`src/rtl/gpio_pkg.sv`:
```
// Shared constants for the mmio_gpio peripheral: bus data width and
// the word-offset register map decoded from memAddress[1:0].
package gpio_pkg;

  localparam int unsigned DATA_W = 32;

  typedef enum logic [1:0] {
    REG_IN     = 2'd0,
    REG_OUT    = 2'd1,
    REG_STATUS = 2'd2,
    REG_MASK   = 2'd3
  } reg_sel_e;

endpackage

```
`src/rtl/gpio_debounce.sv`:
```
// Single-bit input conditioner: SYNC_STAGES-deep synchroniser, followed by a
// per-bit stability counter when GPIO_DEBOUNCE_EN is defined (direct otherwise).
module gpio_debounce #(
  parameter int unsigned SYNC_STAGES     = 2,
  parameter int unsigned DEBOUNCE_CYCLES = 1000
) (
  input  logic clk,
  input  logic rst,
  input  logic din,
  output logic dout
);

  logic [SYNC_STAGES-1:0] sync_q, sync_d;
  logic                   synced;

  always_comb begin
    sync_d = {sync_q[SYNC_STAGES-2:0], din};
  end

  assign synced = sync_q[SYNC_STAGES-1];

  always_ff @(posedge clk or negedge rst) begin
    if (!rst) sync_q <= '0;
    else      sync_q <= sync_d;
  end

`ifdef GPIO_DEBOUNCE_EN
  localparam int unsigned      CNT_W    = $clog2(DEBOUNCE_CYCLES + 1);
  localparam logic [CNT_W-1:0] CNT_LAST = CNT_W'(DEBOUNCE_CYCLES - 1);

  logic [CNT_W-1:0] cnt_q, cnt_d;
  logic             db_q, db_d;

  // Counter only runs while the input disagrees; it clears on agreement or on toggle.
  always_comb begin
    cnt_d = '0;
    db_d  = db_q;
    if (synced != db_q) begin
      if (cnt_q == CNT_LAST) db_d  = ~db_q;
      else                   cnt_d = cnt_q + CNT_W'(1);
    end
  end

  always_ff @(posedge clk or negedge rst) begin
    if (!rst) begin
      cnt_q <= '0;
      db_q  <= 1'b0;
    end else begin
      cnt_q <= cnt_d;
      db_q  <= db_d;
    end
  end

  assign dout = db_q;
`else
  assign dout = synced;
`endif

endmodule

```
`src/rtl/mmio_gpio.sv`:
```
// Memory-mapped GPIO: IN / OUT / STATUS (W1C) / MASK registers with level irq.
// Define GPIO_DEBOUNCE_EN to insert per-bit debounce counters on the input path.
module mmio_gpio
  import gpio_pkg::*;
#(
  parameter int unsigned IN_W            = 16,
  parameter int unsigned OUT_W           = 16,
  parameter int unsigned SYNC_STAGES     = 2,
  parameter int unsigned DEBOUNCE_CYCLES = 1000
) (
  input  logic              clk,
  input  logic              rst,
  input  logic [29:0]       memAddress,
  input  logic [DATA_W-1:0] writeData,
  input  logic              writeEnable,
  input  logic              readEnable,
  input  logic [IN_W-1:0]   switches,
  output logic [DATA_W-1:0] readData,
  output logic              readValid,
  output logic [OUT_W-1:0]  leds,
  output logic              irq
);

  reg_sel_e            sel;
  logic [IN_W-1:0]     db;
  logic [IN_W-1:0]     db_prev_q, db_prev_d;
  logic [IN_W-1:0]     status_q, status_d;
  logic [IN_W-1:0]     mask_q, mask_d;
  logic [IN_W-1:0]     w1c;
  logic [OUT_W-1:0]    out_q, out_d;
  logic [DATA_W-1:0]   sel_val;
  logic [DATA_W-1:0]   rdata_q, rdata_d;
  logic                rvalid_q, rvalid_d;
  logic                unused_bits;

  assign sel         = reg_sel_e'(memAddress[1:0]);
  assign unused_bits = ^{memAddress[29:2], writeData};

  for (genvar g = 0; g < IN_W; g++) begin : g_in
    gpio_debounce #(
      .SYNC_STAGES    (SYNC_STAGES),
      .DEBOUNCE_CYCLES(DEBOUNCE_CYCLES)
    ) u_debounce (
      .clk (clk),
      .rst (rst),
      .din (switches[g]),
      .dout(db[g])
    );
  end

  always_comb begin
    out_d     = out_q;
    mask_d    = mask_q;
    w1c       = '0;
    db_prev_d = db;
    if (writeEnable) begin
      unique case (sel)
        REG_OUT:    out_d  = writeData[OUT_W-1:0];
        REG_STATUS: w1c    = writeData[IN_W-1:0];
        REG_MASK:   mask_d = writeData[IN_W-1:0];
        default:    ;
      endcase
    end
    // A fresh edge is ORed in after the clear so a colliding set survives.
    status_d = (status_q & ~w1c) | (db ^ db_prev_q);
  end

  always_comb begin
    sel_val = '0;
    unique case (sel)
      REG_IN:     sel_val[IN_W-1:0]  = db;
      REG_OUT:    sel_val[OUT_W-1:0] = out_q;
      REG_STATUS: sel_val[IN_W-1:0]  = status_q;
      REG_MASK:   sel_val[IN_W-1:0]  = mask_q;
      default:    ;
    endcase
    rdata_d  = readEnable ? sel_val : rdata_q;
    rvalid_d = readEnable;
  end

  always_ff @(posedge clk or negedge rst) begin
    if (!rst) begin
      db_prev_q <= '0;
      status_q  <= '0;
      mask_q    <= '0;
      out_q     <= '0;
      rdata_q   <= '0;
      rvalid_q  <= 1'b0;
    end else begin
      db_prev_q <= db_prev_d;
      status_q  <= status_d;
      mask_q    <= mask_d;
      out_q     <= out_d;
      rdata_q   <= rdata_d;
      rvalid_q  <= rvalid_d;
    end
  end

  assign readData  = rdata_q;
  assign readValid = rvalid_q;
  assign leds      = out_q;
  assign irq       = |(status_q & mask_q);

endmodule

```
`config.mk`:
```
export PLATFORM = sky130hd
export DESIGN_NAME = mmio_gpio
export DESIGN_NICKNAME = d
export VERILOG_FILES = /design/src/rtl/gpio_pkg.sv /design/src/rtl/gpio_debounce.sv /design/src/rtl/mmio_gpio.sv
export SDC_FILE = /design/constraint.sdc
export NUM_CORES = 1
export LEC_CHECK = 0
export CAP_MARGIN = 20
export CORE_ASPECT_RATIO = 0.6
export CORE_MARGIN = 8
export CORE_UTILIZATION = 47
export DETAILED_ROUTE_END_ITERATION = 16
export MAX_ROUTING_LAYER = met4
export PLACE_DENSITY = 0.79
export SETUP_SLACK_MARGIN = 0.3
export SYNTH_ARGS = -nofsm -noshare
export SYNTH_HDL_FRONTEND = slang
export SYNTH_SLANG_ARGS = --single-unit
```
`constraint.sdc`:
```
create_clock -name clk -period 1.1 [get_ports clk]
set_input_delay 0.11 -clock clk [delete_from_list [all_inputs] [get_ports clk]]
set_output_delay 0.11 -clock clk [all_outputs]
set_load 0.005 [all_outputs]
```
==> results.cfg <==
[synth]
ys.flop_type = dfrtp_1
synthesis.instances = 319
async_flop_share_pct = 100
synth_area_leaders = dfrtp_1 62%, mux2_2 11%, buf_4 3.1%
yosys-top-cells-count = 113 x dfrtp_1, 45 x mux2_2, 19 x buf_4, 17 x nand2_1
ys_ff_latch = 113
synth_area_leader_cell = dfrtp_1
yosysUniqueCellTypes = 25
synth.most_common_cell = dfrtp_1
synth.top_cell.area_share_pct = 62.2
synth_seq_area_share_pct = 62.2
avgSynthCellArea_um2 = 14.3
yosysWarnings = 0
syn_area_mm2 = 0.00455
synth-edff-count = 0

[routing]
dr.first_iter.drc_count = 110
wl_um = 12500
wl_per_cell_um = 19.8
met1_length_um = 5450
ant_nets = 0
met2WireLength_um = 6140
top_layer_used = met4
met3_length_um = 685
viasPerCell = 4.99
drt_first_pass_iters = 4
vias = 3144
drc = 0

[critical_path]
crit_cells = 4
crit_fanout = 2
path_cells = a22o_1 -> a221oi_2 -> nand4_1 -> buf_2
max_stage_delay_ns = 0.38
path_buf_inv = 1
crit_start = status_q[7]
cp.required_ns = 0.99
timing.rr.end = readData[2]
worstReg2RegStart = status_q[2]
cpLargestDelayFamily = compound AO/OA/AOI/OAI gates
critPathCapture = irq
worstSetupEndpointType = primary output
reg2regPathDepth = 5
cp.arrival_ns = 1.68
setup.worst_path.class = reg -> out
start_kind = flip-flop
crit_slowest_cell = dfrtp_1
r2r_slack_ns = -0.10

[sta]
finalSetupViolations = 5
rsz0062_at_grt = true
whs_ns = 0.132
fmax_ghz = 0.557
layout_setup_ws_ns = -0.694
worst_clock_skew_ns = 0.00516
post-route-period-util_pct = 163
finalMaxSlewViolations = 0
fin_crit_ns = 1.79
hold_viol_final = 0

[cells_and_area]
drive_above_1_share_pct = 48.4
area_growth_pct = 53.3
layout.nets = 569
n_antenna_cell = 0
final_area_mm2 = 0.00697

[place]
pre_cts_ws_ns = -0.516
gp_congestion = 0.785
port_buffers = 71
dpl_cell_area_mm2 = 0.00578
hpwl_um = 7310

[floorplan]
core_mm2 = 0.00929
fp.dieArea_mm2 = 0.0132
initial_core_util_pct = 49.0
fp.dieH_um = 92.2
rows = 27
ios = 132
die_width_um = 143

[outcome]
violations = negative setup slack
outcome = finished with violations

[global_route]
grt_pass1_wl_um = 19900
grt_pass1_vias = 3574
antenna_found_initial = 0
track_usage_pct = 20.7
globalRouteOverflowTotal = 0
grt_max_degree = 78

[clock_tree]
numCtsBuffers = 17
cts_sinks = 113
clk_path_buf_depth = 2
clk_pin_slew_ns = 0.05
root_buffer = clkbuf_16
worst_skew_pair.late_latency_ns = 0.41
htreeDepth = 4
tritoncts = done

[pwr]
p_per_area_mw_per_mm2 = 1920
leakage_nw = 3.20
ir_worst_vdd_mv = 1.32

[min_path]
hold_class = in -> reg

[job]
max_cap_violations = 0
==> cell type report <==
| class | count | area [µm²] |
|---|---|---|
| Clock buffer | 23 | 498 |
| Clock inverter | 9 | 151 |
| Fill cell | 553 | 2320 |
| Multi-Input combinational cell | 190 | 1810 |
| Sequential cell | 113 | 2830 |
| Tap cell | 130 | 163 |
| Timing Repair Buffer | 165 | 1520 |
==> layer usage <==
layer | vias up | GRT usage [%]
met5 | - | -
li1 | 1423 | -
met2 | 83 | 32.8
met4 | 0 | 7.83
met3 | 16 | 6.52
met1 | 1622 | 24.4
==> cells in the final DEF, fill, tap and decap left out <==
master,n
clkinv_4,1
dlygate4sd3_1,1
a221oi_2,4
bufinv_16,4
nand4_1,1
clkinv_2,3
nor2_1,16
o22ai_4,1
nand3_4,1
a21o_1,16
xor2_2,1
nand2_1,17
clkbuf_8,5
mux2_4,48
buf_12,8
xor2_1,15
a211oi_1,5
buf_6,49
clkdlybuf4s15_1,2
dfrtp_1,113
conb_1,16
a211oi_2,11
clkbuf_16,17
clkbuf_1,1
dlygate4sd2_1,1
and3b_1,1
nor2b_1,16
a22o_1,4
nand3b_4,1
buf_4,37
clkinvlp_4,1
nand2b_1,1
buf_2,35
clkdlybuf4s50_1,32
o22ai_2,15
==> stage by stage <==
| stage | power, W | std cells | util, % | setup TNS (ns) |
|---|---|---|---|---|
| floorplan | 0.00577 | 334 | - | 0 |
| global placement | 0.00677 | 556 | 62.2 | -21.70 |
| detailed placement | 0.00684 | 556 | 62.2 | -23.32 |
| CTS | 0.0132 | 616 | 73.5 | -0.694 |
| global route | 0.0139 | 630 | 75.1 | -1.23 |
| finish | 0.0134 | 630 | 75.1 | -0.893 |
==> where the power goes <==
part / leakage, nW / internal [W] / switching [W]
registers: 1.27 / 0.00460 / 0.000316
logic: 1.61 / 0.00156 / 0.000915
clock network: 0.319 / 0.00408 / 0.00190
total: 3.20 / 0.0102 / 0.00313
==> logic make-up after synthesis <==
| kind of cell | after synthesis | share of synthesized area, % |
|---|---|---|
| AND/OR/NAND/NOR | 54 | 6.22 |
| AO/OA/AOI/OAI | 56 | 10.1 |
| other | 1 | 0.0824 |
| multiplexers | 48 | 12.1 |
| flip-flops | 113 | 62.2 |
| XOR/XNOR | 16 | 3.08 |
| buffers and inverters | 31 | 6.22 |
==> sequential cells by signal, indices dropped and copies added, names as in the netlist <==
| register | flops |
|---|---|
| leds | 16 |
| db_prev_q | 16 |
| readData | 16 |
| mask_q | 16 |
| status_q | 16 |
| g_in.u_debounce.sync_q | 32 |
| readValid | 1 |
==> repair_timing <==
| item | CTS | global route |
|---|---|---|
| gates resized for setup | 224 | 10 |
| endpoints found under the hold margin | 113 | 0 |
| buffers inserted | 27 | 14 |
| hold buffers | 1 | 0 |
| pin swaps | 28 | 3 |
| setup endpoints to repair | 98 | 96 |
==> how the worst min path moves through the flow <==
| stage | start | cells past startpoint | slack [ns] | to |
|---|---|---|---|---|
| floorplan | rst | 0 | -0.19 | db_prev_q[0] |
| global placement | rst | 2 | 0.16 | readValid |
| detailed placement | rst | 2 | 0.16 | readValid |
| CTS | switches[4] | 1 | 0.12 | g_in[4].u_debounce.sync_q[0] |
| global route | switches[1] | 1 | 0.13 | g_in[1].u_debounce.sync_q[0] |
| finish | switches[4] | 1 | 0.13 | g_in[4].u_debounce.sync_q[0] |
(Power assumes the default switching activity.)
